File: src/rtl/pc_gen_unit_pkg.sv
// Shared types for the fetch PC generator: next-PC op codes and FSM states.
package pc_gen_unit_pkg;

    localparam int unsigned OP_W  = 3;
    localparam int unsigned IMM_W = 26;

    // Unlisted op codes fall through as PLUS4.
    typedef enum logic [OP_W-1:0] {
        NPC_PLUS4  = 3'd0,
        NPC_BRANCH = 3'd1,
        NPC_JUMP   = 3'd2,
        NPC_JR     = 3'd3,
        NPC_ERET   = 3'd4
    } npc_op_e;

    typedef enum logic {
        ST_SEQ     = 1'b0,
        ST_PENDING = 1'b1
    } pc_state_e;

endpackage

File: src/rtl/pc_gen_unit_npc_target.sv
// Combinational redirect target plus misaligned-register-target flag.
module pc_gen_unit_npc_target
    import pc_gen_unit_pkg::*;
#(
    parameter int unsigned WIDTH = 32
) (
    input  logic             op_valid_i,
    input  logic [OP_W-1:0]  npc_op_i,
    input  logic [WIDTH-1:0] src_pc_i,
    input  logic [IMM_W-1:0] imm_i,
    input  logic [WIDTH-1:0] reg_i,
    input  logic [WIDTH-1:0] epc_i,
    output logic             redir_c_o,
    output logic             eret_c_o,
    output logic             misalign_c_o,
    output logic [WIDTH-1:0] target_c_o
);

    logic [WIDTH-1:0] p4;
    logic [WIDTH-1:0] br_off;

    assign p4     = src_pc_i + WIDTH'(4);
    assign br_off = {{(WIDTH-18){imm_i[15]}}, imm_i[15:0], 2'b00};

    // Only register-sourced targets (JR/ERET) can be misaligned.
    always_comb begin
        redir_c_o    = 1'b0;
        eret_c_o     = 1'b0;
        misalign_c_o = 1'b0;
        target_c_o   = p4;
        if (op_valid_i) begin
            case (npc_op_i)
                NPC_BRANCH: begin
                    redir_c_o  = 1'b1;
                    target_c_o = p4 + br_off;
                end
                NPC_JUMP: begin
                    redir_c_o  = 1'b1;
                    target_c_o = {p4[WIDTH-1:28], imm_i, 2'b00};
                end
                NPC_JR: begin
                    redir_c_o    = 1'b1;
                    target_c_o   = reg_i;
                    misalign_c_o = |reg_i[1:0];
                end
                NPC_ERET: begin
                    redir_c_o    = 1'b1;
                    eret_c_o     = 1'b1;
                    target_c_o   = epc_i;
                    misalign_c_o = |epc_i[1:0];
                end
                default: ;
            endcase
        end
    end

endmodule

File: src/rtl/pc_gen_unit.sv
// Fetch PC register with redirect, exception vectoring, EPC capture and optional delay slot.
module pc_gen_unit
    import pc_gen_unit_pkg::*;
#(
    parameter int unsigned      WIDTH      = 32,
    parameter logic [WIDTH-1:0] RESET_PC   = WIDTH'(32'h0000_3000),
    parameter logic [WIDTH-1:0] EXC_VEC    = WIDTH'(32'h0000_4180),
    parameter int unsigned      DELAY_SLOT = 0
) (
    input  logic             clk,
    input  logic             rst,
    input  logic             stall_i,
    input  logic             op_valid_i,
    input  logic [OP_W-1:0]  npc_op_i,
    input  logic [WIDTH-1:0] src_pc_i,
    input  logic [IMM_W-1:0] imm_i,
    input  logic [WIDTH-1:0] reg_i,
    input  logic             exc_i,
    output logic [WIDTH-1:0] pc_o,
    output logic             flush_o,
    output logic [WIDTH-1:0] epc_o,
    output logic             addr_err_o
);

    pc_state_e        state_q;
    logic [WIDTH-1:0] pc_q;
    logic [WIDTH-1:0] epc_q;
    logic [WIDTH-1:0] pend_tgt_q;
    logic             flush_q;
    logic             addr_err_q;

    logic             redir_c;
    logic             eret_c;
    logic             misalign_c;
    logic [WIDTH-1:0] target_c;

    pc_gen_unit_npc_target #(.WIDTH(WIDTH)) u_npc_target (
        .op_valid_i   (op_valid_i),
        .npc_op_i     (npc_op_i),
        .src_pc_i     (src_pc_i),
        .imm_i        (imm_i),
        .reg_i        (reg_i),
        .epc_i        (epc_q),
        .redir_c_o    (redir_c),
        .eret_c_o     (eret_c),
        .misalign_c_o (misalign_c),
        .target_c_o   (target_c)
    );

    always_ff @(posedge clk) begin
        if (rst) begin
            state_q    <= ST_SEQ;
            pc_q       <= RESET_PC;
            epc_q      <= '0;
            pend_tgt_q <= '0;
            flush_q    <= 1'b0;
            addr_err_q <= 1'b0;
        end else begin
            flush_q    <= 1'b0;
            addr_err_q <= 1'b0;
            if (exc_i) begin
                pc_q    <= EXC_VEC;
                epc_q   <= src_pc_i;
                flush_q <= 1'b1;
                state_q <= ST_SEQ;
            end else if (misalign_c) begin
                pc_q       <= EXC_VEC;
                epc_q      <= target_c;
                flush_q    <= 1'b1;
                addr_err_q <= 1'b1;
                state_q    <= ST_SEQ;
            end else if (stall_i) begin
                // Hold everything; the producer re-presents any redirect.
            end else if (state_q == ST_PENDING) begin
                // Slot already fetched; redirects issued from the slot are ignored.
                pc_q    <= pend_tgt_q;
                state_q <= ST_SEQ;
            end else if (redir_c) begin
                if ((DELAY_SLOT != 0) && !eret_c) begin
                    pend_tgt_q <= target_c;
                    pc_q       <= pc_q + WIDTH'(4);
                    state_q    <= ST_PENDING;
                end else begin
                    pc_q    <= target_c;
                    flush_q <= 1'b1;
                end
            end else begin
                pc_q <= pc_q + WIDTH'(4);
            end
        end
    end

    assign pc_o       = pc_q;
    assign flush_o    = flush_q;
    assign epc_o      = epc_q;
    assign addr_err_o = addr_err_q;

endmodule

File: config.mk
export PLATFORM = sky130hd
export DESIGN_NAME = pc_gen_unit
export DESIGN_NICKNAME = d
export VERILOG_FILES = /design/src/rtl/pc_gen_unit_pkg.sv /design/src/rtl/pc_gen_unit_npc_target.sv /design/src/rtl/pc_gen_unit.sv
export SDC_FILE = /design/constraint.sdc
export NUM_CORES = 1
export LEC_CHECK = 0
export CORE_UTILIZATION = 51
export DETAILED_ROUTE_END_ITERATION = 10
export GPL_TIMING_DRIVEN = 1
export HOLD_SLACK_MARGIN = 0.06
export PLACE_DENSITY = 0.82
export SLEW_MARGIN = 20
export SYNTH_ARGS = -nofsm -noshare
export SYNTH_HDL_FRONTEND = slang
export SYNTH_SLANG_ARGS = --single-unit
File: constraint.sdc
create_clock -name clk -period 4 [get_ports clk]
set_input_delay 0.6 -clock clk [delete_from_list [all_inputs] [get_ports clk]]
set_output_delay 0.6 -clock clk [all_outputs]
set_load 0.05 [all_outputs]
==> results.yml <==
power:
  power.density_nw_per_um2: 273.5
  p_leak_nw: 3.769
  power.total_w: 0.002567
  ir_drop_mv: 0.2149
synth:
  synth_ff_type: "dfxtp_1"
  ys_ff_latch: 66
  syn_nets: 1058
  synth-edff-count: 0
  async_flop_share_pct: 0
  syn-cell-area_sq_um: 6685
  synth_seq_area_share_pct: 19.76
  synth_cells: 923
  syn_avg_cell_area_sq_um: 7.243
  synth_cell_types: 83
  yosys_warnings: 0
clock_network:
  postCtsSetupBuffers: 0
  insertion_delay_ns: 0.35
  cts_made_buffers: 9
  cts_tree: "yes"
  cts_buffer_depth: 2
  clkSinkCount: 66
  htreeDepth: 3
  clock-root-buffer: "clkbuf_16"
  path_clk_slew_ns: 0.06
sta:
  fin_crit_sh_pct: 94.59
  finalHoldViolations: 0
  fin_skew_ns: 0.007051
  setup_viol: 0
  slew_violations: 0
  rsz0062_at_grt: "no"
  tightest_slew_ns: 0.9262
  slew_headroom_pct: 38.25
  fmax_mhz: 264.3
  final.min_clock_period_ns: 3.784
worst_setup_path:
  reg2reg_depth: 8
  rrSetupSlack_ns: 1.59
  worst_setup_path_end_kind: "flip-flop"
  r2r-start: "pc_o[4]$_SDFFE_PP0N_"
  r2r-end: "pc_o[31]$_SDFFE_PP0N_"
  path_cells: "clkdlybuf4s50_1 -> and2_1 -> and2_1 -> nand2_1 -> nor2_1 -> buf_4 -> nand4_1 -> xnor2_1 -> buf_4 -> ha_1 -> a21oi_1 -> o22ai_1 -> o21bai_2 -> a21oi_1 -> nor4b_1 -> or3b_1"
  worst-path-buf-inv: 3
  worstSetupStartpointType: "input pin"
  crit_slowest_cell: "clkdlybuf4s50_1"
  crit_required_ns: 4.23
  max_stage_delay_ns: 0.50
  path_class: "in2reg"
  critical-path-top-delay-family: "simple AND/OR/NAND/NOR gates"
  arrival_ns: 4.01
  worstPathMaxFanout: 7
routing:
  wl_per_cell_um: 20.17
  drtPass1Iterations: 7
  ant_nets: 0
  vias: 8411
  drcViolationCount: 0
  vias_per_cell: 6.367
  first_iter_violations: 1073
  wirelength_um: 26650
die:
  chipHeight_um: 116.5
  fp.coreArea_sq_um: 12720
  start_util_pct: 52.55
  fp.dieW_um: 116.5
  pin_count: 164
  die-area_sq_um: 13570
  row_count: 41
cells_and_area:
  layout-drive-gt1-share_pct: 14.01
  n_antenna_cell: 0
  area_growth_pct: 40.41
  layout.nets: 1280
  instances_no_fill: 1321
  utilization_pct: 73.78
place:
  gp_congestion: 0.9934
  io_buffers: 163
  dp_cells: 1306
  hpwlAfterDp_um: 20690
job:
  maxCapViolations: 0
grt:
  grt.total_usage_pct: 40.25
  grt_max_degree: 30
  grt_pass1_vias: 7774
  grt_antenna_before_repair: 0
  grt.overflow.total: 0
  grt_pass1_wl_um: 41360
status:
  status: "finished, final reports clean"
worst_hold_path:
  hold_class: "reg2reg"
  holdPathStages: 2
-- cell type report --
| cell class | count | area (sq um) |
|---|---|---|
| fillers | 1090 | 3336 |
| well taps | 172 | 215.2 |
| clock inverters | 5 | 78.83 |
| repair buffers | 267 | 2397 |
| inverters | 21 | 78.83 |
| multi-input cells | 780 | 5056 |
| flip-flops and latches | 66 | 1321 |
| clock buffers | 10 | 239.0 |
-- what timing repair did --
item                                    in CTS  in global routing
endpoints found under the setup margin       0                  2
resized for setup                            0                  1
hold buffers                                 0                  0
-- metal layers --
metal	track usage, %	up-vias	wire [um]	share of wire (%)
met2	61.22	550	11520	43
met1	55.30	3889	11210	42
met5	0	-	0	0
met4	14.36	0	754	2.8
li1	-	3903	-	-
met3	9.393	69	3157	12
-- kinds of logic after synthesis --
| family | synth area share, % |
|---|---|
| flops | 19.76 |
| simple gates | 26.31 |
| buf+inv | 4.754 |
| compound gates | 32.12 |
| xor+xnor | 5.896 |
| fa+ha+maj | 7.037 |
| mux | 4.117 |
-- worst max path at each step --
stage / cells past startpoint / end / startpoint / slack [ns]
after floorplan: 14 / pc_o[26]$_SDFFE_PP0N_ / src_pc_i[2] / 0.71
after global placement: 16 / pc_o[31]$_SDFFE_PP0N_ / src_pc_i[2] / -0.01
after detailed placement: 16 / pc_o[26]$_SDFFE_PP0N_ / src_pc_i[2] / -0.09
after CTS: 16 / pc_o[26]$_SDFFE_PP0N_ / src_pc_i[2] / 0.25
after global routing: 16 / pc_o[26]$_SDFFE_PP0N_ / src_pc_i[5] / 0.02
final: 16 / pc_o[26]$_SDFFE_PP0N_ / src_pc_i[2] / 0.22
-- where the power goes --
| group | total (W) | switching (W) | internal (W) |
|---|---|---|---|
| sequential | 0.000721 | 0.0000317 | 0.000689 |
| clock | 0.000883 | 0.000325 | 0.000558 |
| combinational | 0.000963 | 0.000546 | 0.000417 |
-- worst reg2reg max path: cells and delay by family, from the launching register on --
family | cells | cell delay (ns)
compound gates | 5 | 0.97
simple gates | 3 | 0.87
flops | 1 | 0.46
-- registers in the layout (all words and copies together) (netlist names), named ones only --
register,flops
pc_o,30
addr_err_o,1
epc_o,32
flush_o,1
-- metrics by stage --
stage | setup TNS (ns) | cell area [sq um] | setup WS [ns] | hold slack [ns]
final | 0 | 9387 | 0.2165 | 0.5295
after global routing | 0 | 9387 | 0.02244 | 0.5500
after CTS | 0 | 9383 | 0.2479 | 0.5230
after detailed placement | -0.3711 | 9065 | -0.09381 | 0.5153
after global placement | -0.03128 | 9065 | -0.01369 | 0.4863
after floorplan | 0 | 6685 | 0.7113 | 0.7095
-- placed cells by master, fill, tap and decap left out, drive strengths merged, types with 9 or more instances in the layout --
cell | Yosys | final
nand2b | 9 | 9
buf | 22 | 107
ha | 36 | 36
a221oi | 11 | 11
nor2 | 100 | 100
a31oi | 15 | 15
nand2 | 97 | 97
mux2i | 23 | 23
nand3 | 30 | 30
clkdlybuf4s50 | 0 | 160
dfxtp | 66 | 66
xnor2 | 27 | 27
a22oi | 9 | 9
o22ai | 11 | 11
a21oi | 106 | 106
o21ai | 50 | 50
and3 | 18 | 18
clkbuf | 34 | 10
and2 | 9 | 9
nand4 | 20 | 20
a211oi | 18 | 18
nor3 | 20 | 20
inv | 21 | 21
a21o | 26 | 26
xor2 | 18 | 18
-- cells in the mapped netlist, types with 5 or more instances --
cell	n	area, sq um
o2111ai_1	5	43.79
o31ai_1	7	52.55
clkbuf_1	34	127.6
nor3_1	18	90.09
ha_1	36	450.4
o22ai_1	11	68.82
or3_1	5	31.28
nor2b_1	7	43.79
and3_1	18	112.6
a21o_1	26	195.2
nand4_1	17	106.4
dfxtp_1	66	1321
a22oi_1	9	67.56
o21bai_1	5	37.54
a31oi_1	15	93.84
buf_2	17	85.08
mux2i_1	23	230.2
o221ai_1	5	43.79
a211oi_1	17	127.6
o21ai_0	45	225.2
xor2_1	18	157.7
o211ai_1	7	52.55
nor2_1	96	360.4
and2_1	9	56.30
nand2b_1	9	56.30
nand3_1	30	150.1
nand2_1	97	364.1
inv_1	19	71.32
xnor2_1	27	236.5
o21a_1	5	37.54
a221oi_1	11	96.34
a21oi_1	104	520.5
and4_1	8	70.07
or2_2	7	43.79
No activity file was read; power rests on OpenSTA's default activity.
